--- config.mk ---
export PLATFORM = sky130hd
export DESIGN_NAME = serial_add_seq
export DESIGN_NICKNAME = d
export VERILOG_FILES = /design/src/rtl/serial_add_pkg.sv /design/src/rtl/adder_four_bit.sv /design/src/rtl/serial_add_seq.sv
export SDC_FILE = /design/constraint.sdc
export NUM_CORES = 1
export LEC_CHECK = 0
export CAP_MARGIN = 15
export CORE_MARGIN = 8
export CORE_UTILIZATION = 36
export CTS_CLUSTER_SIZE = 10
export DETAILED_ROUTE_END_ITERATION = 12
export HOLD_SLACK_MARGIN = 0.15
export PLACE_DENSITY = 0.56
export SLEW_MARGIN = 25
export SYNTH_ARGS = -nofsm -noshare
export SYNTH_HDL_FRONTEND = slang
export SYNTH_SLANG_ARGS = --single-unit
--- constraint.sdc ---
create_clock -name clk -period 5.6 [get_ports clk]
set_clock_uncertainty 0.1 [all_clocks]
set_input_delay 1.12 -clock clk [delete_from_list [all_inputs] [get_ports clk]]
set_output_delay 1.12 -clock clk [all_outputs]
set_load 0.05 [all_outputs]
--- src/rtl/serial_add_pkg.sv ---
// Shared definitions for the nibble-serial adder: nibble width,
// FSM state encoding and the nibble type used by the datapath.
package serial_add_pkg;

  localparam int NIBBLE_W = 4;

  typedef logic [NIBBLE_W-1:0] nibble_t;

  localparam logic [1:0] ST_IDLE = 2'd0;
  localparam logic [1:0] ST_RUN  = 2'd1;
  localparam logic [1:0] ST_DONE = 2'd2;

endpackage

--- src/rtl/adder_four_bit.sv ---
// Shared 4-bit ripple adder with carry-in and carry-out; the only adder
// in the serial add sequencer, reused once per nibble.
module adder_four_bit
  import serial_add_pkg::*;
(
  input  logic    i_cin,
  input  nibble_t i_a,
  input  nibble_t i_b,
  output nibble_t o_sum,
  output logic    o_cout
);

  logic [NIBBLE_W:0] w_full;

  assign w_full = {1'b0, i_a} + {1'b0, i_b} + {{NIBBLE_W{1'b0}}, i_cin};
  assign o_sum  = w_full[NIBBLE_W-1:0];
  assign o_cout = w_full[NIBBLE_W];

endmodule

--- src/rtl/serial_add_seq.sv ---
// Nibble-serial adder: {cout,sum} = a + b + cin computed one nibble per
// cycle, LSB first, through a single shared adder_four_bit.
// Optional macro SERIAL_ADD_SUB_EN adds a 'sub' input: a - b computed as
// a + ~b + 1, with cout = 1 meaning no borrow.
module serial_add_seq
  import serial_add_pkg::*;
#(
  parameter int NIBBLES = 4
) (
  input  logic                      clk,
  input  logic                      rst,
  input  logic                      start,
  input  logic [NIBBLE_W*NIBBLES-1:0] a,
  input  logic [NIBBLE_W*NIBBLES-1:0] b,
  input  logic                      cin,
`ifdef SERIAL_ADD_SUB_EN
  input  logic                      sub,
`endif
  output logic                      busy,
  output logic                      done,
  output logic [NIBBLE_W*NIBBLES-1:0] sum,
  output logic                      cout
);

  localparam int W     = NIBBLE_W * NIBBLES;
  localparam int CNT_W = (NIBBLES > 1) ? $clog2(NIBBLES) : 1;

  logic [1:0]       r_state;
  logic [W-1:0]     r_a;
  logic [W-1:0]     r_b;
  logic [W-1:0]     r_acc;
  logic [W-1:0]     r_sum;
  logic             r_cout;
  logic             r_carry;
  logic [CNT_W-1:0] r_cnt;

  nibble_t          w_aNib;
  nibble_t          w_bNib;
  nibble_t          w_nibSum;
  logic             w_nibCout;
  logic [W-1:0]     w_accNext;
  logic             w_lastNib;

  assign w_aNib    = r_a[int'(r_cnt)*NIBBLE_W +: NIBBLE_W];
  assign w_bNib    = r_b[int'(r_cnt)*NIBBLE_W +: NIBBLE_W];
  assign w_lastNib = (r_cnt == CNT_W'(NIBBLES - 1));

  adder_four_bit uNibAdder (
    .i_cin  (r_carry),
    .i_a    (w_aNib),
    .i_b    (w_bNib),
    .o_sum  (w_nibSum),
    .o_cout (w_nibCout)
  );

  // Accumulator with the current nibble result merged in, so the final
  // nibble can go straight to sum on the edge that leaves RUN.
  always_comb begin
    w_accNext = r_acc;
    w_accNext[int'(r_cnt)*NIBBLE_W +: NIBBLE_W] = w_nibSum;
  end

  // Sequencer: capture operands on start, walk the nibbles, publish result.
  always_ff @(posedge clk or posedge rst) begin
    if (rst) begin
      r_state <= ST_IDLE;
      r_a     <= '0;
      r_b     <= '0;
      r_acc   <= '0;
      r_sum   <= '0;
      r_cout  <= 1'b0;
      r_carry <= 1'b0;
      r_cnt   <= '0;
    end else begin
      case (r_state)
        ST_IDLE, ST_DONE: begin
          if (start) begin
            r_a     <= a;
`ifdef SERIAL_ADD_SUB_EN
            r_b     <= sub ? ~b : b;
            r_carry <= sub ? 1'b1 : cin;
`else
            r_b     <= b;
            r_carry <= cin;
`endif
            r_cnt   <= '0;
            r_state <= ST_RUN;
          end else begin
            r_state <= ST_IDLE;
          end
        end
        ST_RUN: begin
          r_acc   <= w_accNext;
          r_carry <= w_nibCout;
          if (w_lastNib) begin
            r_sum   <= w_accNext;
            r_cout  <= w_nibCout;
            r_cnt   <= '0;
            r_state <= ST_DONE;
          end else begin
            r_cnt   <= r_cnt + CNT_W'(1);
          end
        end
        default: r_state <= ST_IDLE;
      endcase
    end
  end

  assign busy = (r_state == ST_RUN);
  assign done = (r_state == ST_DONE);
  assign sum  = r_sum;
  assign cout = r_cout;

endmodule
==> out/qor.yml <==
status:
  outcome: "finished, final reports clean"
synth:
  synthArstFlopShare_pct: 100
  syn_area_per_cell_um2: 13.3
  distinct_cell_type_count_of_the_synthesized_netlist: 33
  post_synth_instance_area_mm2: 0.00318
  mappedNetlistNets: 286
  synth-edff-count: 0
  yosys_warnings: 0
  ys_ff_latch: 70
  dominantRegCellSynth: "dfrtp_1"
  synth_cells: 239
  synth.yosys.seq_area_share_pct: 55.1
timing:
  slew_viol_final: 0
  setup_repair_after_global_routing_missed_its_margin: "no"
  fin_setup_tns_ps: 0
  finalCriticalPeriod_ps: 3570
  period_share_pct: 63.7
  max_frequency_mhz: 280
  worstMarginPinSlew_ps: 793
  finalSetupViolations: 0
  finalHoldViolations: 0
  maxSlewHeadroom_pct: 47.1
global_routing:
  number_of_global_route_vias_before_repair: 2310
  track_usage_pct: 12.6
  wire_length_of_the_first_global_routing_pass_mm: 11.6
  grt_overflow: 0
  initial_antenna_violation_count: 0
  grt_start_max_net_pins: 37
clocking:
  tritoncts: "built"
  post_cts_resized: 0
  post_cts.repair.setup_buffers: 0
  clock_sinks: 70
  cts.htree.levels: 3
  cts_hold_repair.buffers: 0
  cts-root-buf: "clkbuf_8"
  cts-root-to-sink-buffers: 2
  clk_transition_reported_paths_ps: 70
  cts_inserted_buffers: 9
  clock_insertion_delay_worst_skew_ps: 340
final_layout:
  area_growth_syn_to_layout_pct: 25.8
  multiInputGateArea_mm2: 0.00134
  nNetsFinal: 340
  fillerInstances: 820
  final_core_utilization_pct: 46.3
  fraction_of_layout_instances_using_a_drive_strength_above_1_pct: 22.1
  final-seq-area_mm2: 0.00175
  mostFrequentLayoutCells: "70 x dfrtp_1, 54 x clkdlybuf4s50_1, 32 x mux2_2, 29 x nor2_1"
  antenna_cells: 0
  layout_commonest_cell: "dfrtp_1"
  final_area_mm2: 0.00400
setup_path:
  worstSetupStartpointType: "register"
  timing.rr.start: "r_cnt[0]$_DFFE_PP0P_"
  critical_path.max_fanout: 21
  setup_crit_path_kind: "register to output port"
  timing.reg2reg.setup_slack_ps: 2270
  timing.rr.end: "r_acc[14]$_DFFE_PP0P_"
  crit_required_ps: 4380
  critPathCaptureType: "output port"
  r2r_cells: 6
  worst_ep_arrival_time_ps: 2350
run:
  drv.max_cap_violation_count: 0
die:
  design.portCount: 55
  die_outline_width_um: 110
  core_area_mm2: 0.00864
  start_util_pct: 36.8
  chipHeight_um: 110
  rows: 34
  die_area_mm2: 0.0121
hold_path:
  hp-class: "register to register"
  min_from: "r_acc[4]$_DFFE_PP0P_"
  worstHoldEndpoint: "r_acc[4]$_DFFE_PP0P_"
  min_delay_path_depth: 1
routing:
  route.final.wire_length_mm: 6.94
  drcViolationCount: 0
  initialDrtViolationCount: 100
  vias_per_cell: 5.27
  vias: 2138
  drt.antenna.violating_nets: 0
  drtPass1Iterations: 4
  drt-wirelength-per-cell_um: 17.1
placed_design:
  post-dp-hpwl_mm: 4.93
  buffer_ports.inserted: 54
  place.gp.congestion: 0.725
  placed_area_mm2: 0.00381
-- registers in the layout, summed over array words and instances, names as in the netlist --
name     cells
cout         1
r_a         16
r_acc       16
r_b         16
r_carry      1
r_cnt        2
r_state      2
sum         16
-- cells in the mapped netlist, types with 2 or more instances --
cell type | instances | area share [%]
a21o_1 | 2 | 0.47
a21oi_1 | 5 | 0.79
a221oi_1 | 12 | 3.3
a22o_1 | 5 | 1.4
a32o_1 | 12 | 3.8
a32oi_1 | 4 | 1.1
buf_1 | 2 | 0.24
buf_2 | 9 | 1.4
clkbuf_1 | 2 | 0.24
dfrtp_1 | 70 | 55
fa_1 | 2 | 1.3
ha_1 | 9 | 3.5
inv_1 | 8 | 0.94
mux2_2 | 32 | 11
mux4_2 | 8 | 5.7
nand2_1 | 9 | 1.1
nor2_1 | 29 | 3.4
nor2b_1 | 2 | 0.39
nor3_2 | 2 | 0.63
o21ai_0 | 2 | 0.31
-- layout make-up --
cell class / instances / share of cell area [%]
clock inverters: 3 / 0.438
inverters: 9 / 0.845
flip-flops and latches: 70 / 43.8
clock buffers: 13 / 4.22
multi-input cells: 147 / 33.4
repair buffers: 56 / 13.9
well taps: 108 / 3.38
-- worst max path at each step --
stage                      startpoint                    end  slack, ps  depth (start not counted)
2_1_floorplan                     rst       cout$_DFFE_PP0P_       2610                          1
3_3_place_gp     r_cnt[0]$_DFFE_PP0P_  r_acc[10]$_DFFE_PP0P_       2330                          6
3_5_place_dp     r_cnt[0]$_DFFE_PP0P_  r_acc[10]$_DFFE_PP0P_       2210                          6
4_1_cts        r_state[1]$_DFFE_PP0P_                   busy       2030                          3
5_1_grt        r_state[1]$_DFFE_PP0P_                   busy       1960                          3
6_report       r_state[1]$_DFFE_PP0P_                   busy       2030                          3
-- critical path, stage by stage, from the launching register on --
cell and delay, ps:
dfrtp_1 370, nand2b_1 190, inv_1 500, clkdlybuf4s50_1 940
-- stage by stage --
stage                     worst slack [ps]  instances  hold slack, ps
after detailed placement              2210        390             384
after global placement                2330        390             375
after CTS                             2030        406             400
after floorplan                       2610        239             366
after global routing                  1960        406             418
final                                 2030        406             397
-- layer usage --
layer | vias up | GRT usage (%) | part of all wire (%)
li1 | 1003 | - | -
met1 | 1072 | 15.8 | 45
met2 | 54 | 19.9 | 49
met3 | 9 | 3.95 | 5.2
met4 | 0 | 4.63 | 1.4
met5 | - | 0 | 0
-- logic make-up (layout without fill, tap and decap cells) --
logic type      count (synthesis)  after routing  synth area share [%]
compound gates                 46             46                  12.0
fa+ha+maj                      11             11                  4.80
buf+inv                        22             81                  2.95
simple gates                   49             49                  7.87
flops                          70             70                  55.1
mux                            40             40                  17.0
xor+xnor                        1              1                 0.276
Power is left out: the tool's default activity adds up to more than one toggle a clock period on the data nets, which glitch-free logic cannot reach.
